<file path="src/rtl/bits_pack.sv">
// Packs 0-15 bit fields LSB-first into 32-bit words, with flush of padded partial words.
// Optional byte alignment input enabled by defining BITS_PACK_BYTEALIGN_EN.
module bits_pack #(
    parameter logic PAD_BIT = 1'b0
) (
    input  logic        clk,
    input  logic        rst,
    input  logic        pushin,
    input  logic [3:0]  lenin,
    input  logic [14:0] datain,
    input  logic        flush,
`ifdef BITS_PACK_BYTEALIGN_EN
    input  logic        alignin,
`endif
    output logic        pushout,
    output logic [31:0] dataout,
    output logic [5:0]  validbits,
    output logic        busy,
    output logic [5:0]  fill,
    output logic        overrun
);

    // 48 bits covers 31 held + 15 pushed, rounded up to a byte boundary.
    localparam int unsigned AW = 48;

    typedef enum logic {ACCUM, FLUSH_TAIL} state_t;

    state_t        state, state_n;
    logic [AW-1:0] acc, acc_n, acc_w;
    logic [5:0]    cnt, cnt_n, n;
    logic [14:0]   field;
    logic          emit_n, ovr_n, req;
    logic [31:0]   word_n;
    logic [5:0]    vb_n;
`ifdef BITS_PACK_BYTEALIGN_EN
    logic [5:0]    na;
`endif

    function automatic logic [31:0] pad_word(input logic [31:0] w, input logic [5:0] nb);
        logic [31:0] r;
        for (int unsigned i = 0; i < 32; i++)
            r[i] = (i < 32'(nb)) ? w[i] : PAD_BIT;
        return r;
    endfunction

    always_comb begin
        state_n = state;
        acc_n   = acc;
        cnt_n   = cnt;
        emit_n  = 1'b0;
        word_n  = dataout;
        vb_n    = validbits;
        ovr_n   = overrun;
        req     = pushin | flush;
        field   = '0;
        for (int unsigned i = 0; i < 15; i++)
            if (i < 32'(lenin)) field[i] = datain[i];

        acc_w = acc;
        n     = cnt;
        if (pushin) begin
            acc_w = acc | (AW'(field) << cnt);
            n     = cnt + 6'(lenin);
        end
`ifdef BITS_PACK_BYTEALIGN_EN
        req = req | alignin;
        na  = n;
        if (alignin) begin
            na = (n + 6'd7) & 6'b111000;
            for (int unsigned i = 0; i < AW; i++)
                if (i >= 32'(n) && i < 32'(na)) acc_w[i] = PAD_BIT;
            n = na;
        end
`endif

        case (state)
            ACCUM: begin
                if (flush && n > 6'd32) begin
                    // Full word now, remainder goes out from FLUSH_TAIL next cycle.
                    emit_n  = 1'b1;
                    word_n  = acc_w[31:0];
                    vb_n    = 6'd32;
                    acc_n   = acc_w >> 32;
                    cnt_n   = n - 6'd32;
                    state_n = FLUSH_TAIL;
                end else if (flush && n != 6'd0) begin
                    emit_n = 1'b1;
                    word_n = pad_word(acc_w[31:0], n);
                    vb_n   = n;
                    acc_n  = '0;
                    cnt_n  = '0;
                end else if (n >= 6'd32) begin
                    emit_n = 1'b1;
                    word_n = acc_w[31:0];
                    vb_n   = 6'd32;
                    acc_n  = acc_w >> 32;
                    cnt_n  = n - 6'd32;
                end else begin
                    acc_n = acc_w;
                    cnt_n = n;
                end
            end
            FLUSH_TAIL: begin
                emit_n  = 1'b1;
                word_n  = pad_word(acc[31:0], cnt);
                vb_n    = cnt;
                acc_n   = '0;
                cnt_n   = '0;
                state_n = ACCUM;
                if (req) ovr_n = 1'b1;
            end
            default: state_n = ACCUM;
        endcase
    end

    always_ff @(posedge clk or posedge rst) begin
        if (rst) begin
            state     <= ACCUM;
            acc       <= '0;
            cnt       <= '0;
            pushout   <= 1'b0;
            dataout   <= '0;
            validbits <= '0;
            overrun   <= 1'b0;
        end else begin
            state     <= state_n;
            acc       <= acc_n;
            cnt       <= cnt_n;
            pushout   <= emit_n;
            dataout   <= word_n;
            validbits <= vb_n;
            overrun   <= ovr_n;
        end
    end

    assign busy = (state == FLUSH_TAIL);
    assign fill = cnt;

endmodule

</file>
<file path="config.mk">
export PLATFORM = sky130hd
export DESIGN_NAME = bits_pack
export DESIGN_NICKNAME = d
export VERILOG_FILES = /design/src/rtl/bits_pack.sv
export SDC_FILE = /design/constraint.sdc
export NUM_CORES = 1
export LEC_CHECK = 0
export ABC_AREA = 1
export CAP_MARGIN = 15
export CORE_MARGIN = 1.5
export CORE_UTILIZATION = 55
export DETAILED_ROUTE_END_ITERATION = 10
export GPL_TIMING_DRIVEN = 0
export PLACE_DENSITY_LB_ADDON = 0.05
export SLEW_MARGIN = 30
export SYNTH_ARGS = -nofsm -noshare
export SYNTH_HDL_FRONTEND = slang
export SYNTH_SLANG_ARGS = --single-unit
export TNS_END_PERCENT = 30
</file>
<file path="constraint.sdc">
create_clock -name clk -period 7.4 [get_ports clk]
set_input_delay 1.48 -clock clk [delete_from_list [all_inputs] [get_ports clk]]
set_output_delay 1.48 -clock clk [all_outputs]
set_load 0.02 [all_outputs]
</file>
* Yosys cells after proc, flatten, opt, wreduce, memory -nomap -nowiden *
Index checks and enable logic that the tools add are counted.

cells by class
  $add $sub $neg = 2
  $lt $le $gt $ge = 81
  equality and inequality tests = 1
  shift-type cells = 1
  muxes and demuxes = 103
  bitwise logic cells = 3
  reductions and logical operators = 4

operator list
  cell                   count
  $lt A5 B6 Y1 const A   32
  $mux W48               4
  $lt A4 B6 Y1 const A   16
  $mux W32               3
  $pmux W48 S2           1
  $mux W1                83
  $pmux W32 S2           1
  $lt A3 B6 Y1 const A   8
  $or A48 B48 Y48        1
  $shl A15 B6 Y48        1
  $mux W6                7
  $lt A4 B4 Y1 const A   7
  $lt A1 B6 Y1 const A   4
  $lt A2 B6 Y1 const A   4
  $pmux W6 S2            2
  $lt A3 B4 Y1 const A   4
  $lt A1 B4 Y1 const A   2
  $lt A2 B4 Y1 const A   2
  $add A6 B4 Y6          1
  $ge A6 B6 Y1 const B   1
  $gt A6 B6 Y1 const B   1
  $reduce_bool A6 Y1     1
  $sub A6 B6 Y6 const B  1
  $ne A4 B4 Y1 const B   1
  other kinds (5)        7

word-level totals
  bits in registers = 95
  input bits = 23
  output and inout port bits = 47

* Longest topological paths before layout *
Gate-level depths: netlist (run 1).

  depth in word-level cells = 9
  mapped depth = 17
  gate-level depth less buffers = 17

* Least setup slack after synthesis (run 1) *
No wires, ideal clock.

  kind = input to register
  start point = input lenin[0]
  end point = register dataout[4]
  library setup time = 0.123 ns
  arrival = 3.225 ns
  data required time = 7.277 ns
  setup slack = 4.052 ns
  stages = 14
  buffers on the path = 0
  cells stage by stage = ha_1 fa_1 nand2_1 o21ai_4 nor2_4 nand2_2 nor2_4 nand2_4 nand3_2 nand2_4 inv_4 nand2_2 o21ai_1 a21oi_1

between the ends
  longest elaborated chain between the ends = 9

RTL lines
  item                                  RTL line  source
  start: declaration                    9         input logic [3:0] lenin,
  $lt A1 B4 Y1 (tied with other cells)  57        if (i < 32'(lenin)) field[i] = datain[i];
  $mux W1                               57
  $shl A15 B6 Y48                       62        acc_w = acc | (AW'(field) << cnt);
  $or A48 B48 Y48                       62
  $mux W48                              61        if (pushin) begin
  $mux W32 or $mux W1 (tied branches)   92, 42
  $mux W32                              86        end else if (flush && n != 6'd0) begin
  $mux W32                              78        if (flush && n > 6'd32) begin
  $pmux W32 S2                          76        case (state)
  end signal: assignment                130       dataout <= word_n;
  end: declaration                      16        output logic [31:0] dataout,

Several ways; a longest one is shown, not always the timed one. The select of a mux whose other input is x is not followed.
A chain may end at the register's enable or synchronous reset.

* Worst setup path after layout (run 1) *
  start point = input lenin[0]
  end point = register dataout[10]

The elaborated chain is that of the path after synthesis.

==> impl_metrics.tcl, run 1 <==
set metrics [dict create \
    drive_above_1_share_pct 8.65 \
    cts_buffers 9 \
    overflow 0 \
    cp.arrival_ns 4.58 \
    synth_cells 956 \
    cap_violations 0 \
    synthFlopType "dfrtp_1" \
    insertion_delay_ns 0.37 \
    vias 7529 \
    rsz0062_at_grt "no" \
    crit_path_frequent_cell "nand2_1" \
    worst_slew_pin_slew_ns 0.756 \
    fp.coreArea_um2 11500 \
    yosysWarnings 0 \
    first_pass_iters 6 \
    worstSetupPathType "in2reg" \
    post-cts-setup-buffers 0 \
    ys_top_cells_by_area "dfrtp_1 37%, nand3_1 13%, nand2_1 13%" \
    slew_headroom_pct 49.6 \
    p_per_area_nw_per_um2 258 \
    required_ns 7.69 \
    slowest_stage "fa_1" \
    slew_viol_final 0 \
    yosysUniqueCellTypes 41 \
    fin_nets 1064 \
    synthesis.nets 984 \
    synth_top_cell_area_share_pct 36.5 \
    synth-edff-count 0 \
    skew_ns 0.0108 \
    fin_cells 1184 \
    timing.fmax_ghz 0.233 \
    hold_violations 0 \
    cts_resized 0 \
    grt_max_degree 50 \
    worstPathMaxFanout 7 \
    min_path_type "reg2reg" \
    post_drt_wl_per_cell_um 22.3 \
    routed_wirelength_um 26400 \
    multi_input_comb_area_um2 3510 \
    place_hpwl_um 20000 \
    place_ws_ns 2.91 \
    p_leak_nw 3.67 \
    antenna_cells 0 \
    initial_core_util_pct 56.7 \
    yosys.area.top_type "dfrtp_1" \
    timing.setup.tns_ns 0 \
    die_x_um 112 \
    grt_antenna_before_repair 0 \
    ant_nets 0 \
    drc 0 \
    placed_cells_incl_taps 1168 \
    globalplace.congestion 1.04 \
    layout_min_cycle_time_ns 4.28 \
    post-route-period-util_pct 57.9 \
    ys_seq_area_share_pct 36.5 \
    synthArstFlopShare_pct 100 \
    ff_latch_area_um2 2380 \
    grt_first_pass_wirelength_um 40200 \
    die_area_um2 12500 \
    viasPerCell 6.36 \
    fin_ws_ns 3.12 \
    avgSynthCellArea_um2 6.81 \
    end_kind "flip-flop" \
    clkTransAtPathRegs_ns 0.08 \
    track_usage_pct 42.6 \
    cts_tree "yes" \
    numPortBuffers 68 \
    clockRootBuffer "clkbuf_16" \
    num_rows 39 \
    grt_pass1_vias 7087 \
    clockBufferDepth 2 \
    worstSetupStartpointType "input port" \
    ir_drop_uv 233 \
    fill_cells 1000 \
    first_iter_violations 1200 \
    cts_hold_buf 0 \
    syn_area_um2 6510 \
    run_status "finished clean" \
    ios 70 \
    chipHeight_um 112 \
    ys_seq_elements 95 \
    slowest_delay_ns 0.50 \
    crit_chain "clkdlybuf4s50_1 > ha_1 > fa_1 > nand2_1 > o21ai_4 > inv_1 > nor2_1 > inv_1 > nand2_1 > nand2_1 > nand2_1 > nand3_1 > a21oi_1" \
    clock-sinks 95 \
    finalSetupViolCount 0 \
    syn2layout_area_growth_pct 18.3 \
    htree_levels 3 \
]
-- critical path, delay by kind of cell --
| kind | cells | cell delay, ns |
|---|---|---|
| AO/OA/AOI/OAI | 2 | 0.33 |
| adder cells (fa/ha/maj) | 2 | 0.78 |
| buffers and inverters | 3 | 0.99 |
| AND/OR/NAND/NOR | 6 | 0.98 |
-- cell usage in the layout (no fill, tap or decap), drive strengths merged, types with 7 or more instances in the layout --
cell type	count
inv	100
nor3	7
nand2	241
nand3	177
clkbuf	19
dfrtp	95
buf	34
a21oi	88
o21ai	36
a31oi	14
clkdlybuf4s50	68
nor2	100
nand4	14
o211ai	10
o21bai	10
-- power by group --
part	internal (mW)	switching (mW)	leakage (nW)
registers	0.581	0.0386	1.27
logic	0.266	0.613	2.25
clock network	0.240	0.247	0.148
total	1.09	0.899	3.67
-- cell families after synthesis --
| kind of cell | after synthesis | share of synthesized area [%] |
|---|---|---|
| other | 1 | 0.0576 |
| adders and majority gates | 5 | 1.08 |
| and+or+nand+nor | 545 | 38.0 |
| buffers and inverters | 141 | 9.44 |
| DFF | 95 | 36.5 |
| AOI/OAI and AO/OA | 169 | 14.9 |
-- through the flow --
step           hold slack (ns)  cell area, um^2  power [mW]  utilization [%]
3_3_place_gp             0.462             7370        1.46             64.2
2_1_floorplan            0.449             6510        1.14                -
6_report                 0.490             7700        1.99             67.1
3_5_place_dp             0.465             7400        1.47             64.5
5_1_grt                  0.510             7700        2.05             67.1
4_1_cts                  0.487             7700        1.95             67.1
-- metal layers --
layer	GRT usage, %	share of wire [%]	up-vias
met2	63.6	43	607
met5	0	0	-
met3	8.66	12	124
met4	24.6	5.7	0
li1	-	-	3346
met1	57.7	39	3452
-- synth_stat cells (all sizes together), types with 2 or more instances --
cell type,n
a211oi,5
a21oi,88
a31oi,14
and2,3
buf,33
clkbuf,10
dfrtp,95
ha,4
inv,97
nand2,241
nand3,177
nand3b,2
nand4,14
nor2,100
nor3,7
o211ai,10
o21ai,36
o21bai,10
o221ai,2
-- worst paths after layout --
kind	from	end	slack, ns	depth (start not counted)
max reg2reg	fill[0]	dataout[10]	4.34	12
min reg2reg	dataout[31]	dataout[31]	0.49	2
max	lenin[0]	dataout[10]	3.12	13
min in group asynchronous	rst	dataout[11]	1.51	2
min	dataout[31]	dataout[31]	0.49	2
max in group asynchronous	rst	dataout[3]	5.31	3
-- area by class of cell --
| type | instances | share of cell area, % |
|---|---|---|
| plain buffers | 43 | 3.10 |
| flip-flops and latches | 95 | 30.9 |
| inverters | 98 | 4.94 |
| well taps | 143 | 2.32 |
| clock inverters | 7 | 0.991 |
| multi-input cells | 720 | 45.6 |
| clock buffers | 9 | 2.92 |
| repair buffers | 69 | 9.20 |
-- state kept, by name, indices dropped and copies added, names as in the netlist --
| register | count |
|---|---|
| busy | 1 |
| overrun | 1 |
| pushout | 1 |
| validbits | 6 |
| acc | 48 |
| fill | 6 |
| dataout | 32 |
(Power assumes the default switching activity.)
==> run 2: changes to the inputs <==
--- a/config.mk
+++ b/config.mk
@@ -8,7 +8,7 @@
 export ABC_AREA = 1
 export CAP_MARGIN = 15
 export CORE_MARGIN = 1.5
-export CORE_UTILIZATION = 55
+export CORE_UTILIZATION = 52
 export DETAILED_ROUTE_END_ITERATION = 10
 export GPL_TIMING_DRIVEN = 0
 export PLACE_DENSITY_LB_ADDON = 0.05
==> constraint.sdc (replaced) <==
create_clock -name clk -period 3.55 [get_ports clk]
set_input_delay 0.71 -clock clk [delete_from_list [all_inputs] [get_ports clk]]
set_output_delay 0.71 -clock clk [all_outputs]
set_load 0.02 [all_outputs]
==> run 2 against run 1 <==
  * Final cell count up 2.1%
  * Sequential share of layout area fell by 0.27 points
  * Clock skew up 0.0077 ns
  * Worst hold slack lost 0.0028 ns
  * Flip-flop and latch count is the same
  * Non-clock buffer count unchanged
  * Sequential power up 110%
  * Power grew 110%
  * Combinational power increased by 110%
  * Core utilization decreased by 3.0 points
  * Global-route usage fell by 1.2 points
==> impl_metrics.tcl, run 2 (synthesis gave the netlist of run 1 again) <==
set metrics [dict create \
    run_status "finished clean" \
    die_x_um 115 \
    timing.setup.tns_ns 0 \
    placed_area_um2 7430 \
    ir_drop_uv 522 \
    slew_viol_final 0 \
    slowest_stage "nor2_1" \
    drive_above_1_share_pct 8.65 \
    timing.fmax_ghz 0.287 \
    vias 7445 \
    pwr-share-comb_pct 43.0 \
    rsz0062_at_grt "no" \
    fin_area_um2 7770 \
    post_drt_wl_per_cell_um 22.1 \
    cts_resized 0 \
    clkTransAtPathRegs_ns 0.08 \
    initial_core_util_pct 53.7 \
    required_ns 3.85 \
    clockPowerShare_pct 26.6 \
    worstSetupStartpointType "input port" \
    finalSetupViolCount 0 \
    post-cts-setup-buffers 0 \
    swShare_pct 43.7 \
    routed_wirelength_um 26700 \
    power_frac_seq_pct 30.3 \
    post-route-period-util_pct 98.3 \
    cts_buffers 9 \
    grt_first_pass_wirelength_um 39800 \
    p_int_mw 2.40 \
    cap_violations 0 \
    cts_tree "yes" \
    clockRootBuffer "clkbuf_16" \
    slowest_delay_ns 0.55 \
    crit_path_frequent_cell "inv_1" \
    worst_slew_pin_slew_ns 0.838 \
    numPortBuffers 68 \
    cp.arrival_ns 3.79 \
    viasPerCell 6.16 \
    chipHeight_um 115 \
    fin_nets 1064 \
    hold_violations 0 \
    grt_max_degree 54 \
    ios 70 \
    p_leak_nw 3.68 \
    worstSetupPathType "in2reg" \
    p_sw_mw 1.86 \
    insertion_delay_ns 0.37 \
    crit_chain "clkdlybuf4s50_1 > ha_1 > fa_1 > nand2_1 > o21ai_4 > inv_1 > nor2_1 > inv_1 > nor3_1 > o21ai_0 > a21oi_1" \
    first_iter_violations 1096 \
    reg.largest.list "acc x48, dataout x32" \
    place_hpwl_um 20000 \
    use_met2_pct 63.3 \
    htree_levels 3 \
    use_met3_pct 9.33 \
    layout_min_cycle_time_ns 3.49 \
    min_path_type "reg2reg" \
    final_common_cell "nand2_1" \
    num_rows 40 \
    fp.coreArea_um2 12100 \
    hold_slack_ns 0.487 \
    first_pass_iters 7 \
    ant_nets 0 \
    skew_ns 0.0185 \
    final_cell_mix "228 x nand2_1, 175 x nand3_1, 95 x dfrtp_1, 88 x a21oi_1, 87 x nor2_1" \
    fin_cells 1209 \
    clock-sinks 95 \
    top_register "acc" \
    end_kind "flip-flop" \
    clockBufferDepth 2 \
    syn2layout_area_growth_pct 19.4 \
    worstPathMaxFanout 7 \
    overflow 0 \
    die_area_um2 13200 \
    globalplace.congestion 1.04 \
    largest_reg_flops 48 \
    p_per_area_nw_per_um2 549 \
    placed_cells_incl_taps 1193 \
    slew_headroom_pct 44.2 \
    top_usage_layer "met2" \
    drc 0 \
    grt_antenna_before_repair 0 \
    track_usage_pct 41.4 \
    grt_pass1_vias 6860 \
    met1_usage_pct 56.5 \
    cts_hold_buf 0 \
    antenna_cells 0 \
]
==> run 2: changes by cell type in the layout (fill, tap and decap cells not counted) <==
| cell | delta |
|---|---|
| clkinv_4 | -3 |
| bufinv_16 | +2 |
| inv_8 | -2 |
| inv_6 | +2 |
| clkinvlp_4 | +1 |
==> run 2: cell type report <==
cell class,count,area [um^2]
fill,1095,4340
multi-input combinational,720,3510
sequential,95,2380
timing repair buffer,69,708
inverter,98,380
buffer,43,239
clock buffer,9,225
tap,168,210
clock inverter,7,113
==> run 2: final timing paths <==
| check | cells after the start | slack (ns) | end | startpoint |
|---|---|---|---|---|
| worst min-delay path | 2 | 0.49 | acc[39] | acc[39] |
| worst max-delay path | 11 | 0.06 | dataout[30] | lenin[0] |
| worst max register to register | 10 | 0.51 | dataout[30] | fill[0] |
| min in group asynchronous | 2 | 0.75 | dataout[11] | rst |
| worst min register to register | 2 | 0.49 | acc[39] | acc[39] |
| max in group asynchronous | 3 | 2.18 | acc[36] | rst |
==> run 2: stage by stage <==
stage               utilization (%)  total power, mW  setup slack, ns
global route                   64.1             4.40         0.000763
finish                         64.1             4.26           0.0597
floorplan                         -             2.37            0.363
CTS                            64.1             4.18            0.160
global placement               61.1             3.05            -1.11
detailed placement             61.3             3.07           -0.198
==> run 2: routing by layer <==
metal  wire length, um  vias up
li1                  -     3344
met4              1150        0
met2             11700      563
met5                 0        -
met3              3020       97
met1             10800     3441
==> run 2: power groups by stage <==
stage,Clock [mW],Combinational [mW],Sequential [mW]
after floorplan,0,0.955,1.42
after global placement,0,1.75,1.31
after detailed placement,0,1.75,1.31
after CTS,1.12,1.76,1.29
after global routing,1.17,1.93,1.30
final,1.14,1.83,1.29
==> run 2: worst max-delay path, delay by kind of cell <==
| family | cells | cell delay [ns] |
|---|---|---|
| adder cells (fa/ha/maj) | 2 | 0.75 |
| AND/OR/NAND/NOR | 3 | 0.86 |
| buffers and inverters | 3 | 1.03 |
| AO/OA/AOI/OAI | 3 | 0.41 |
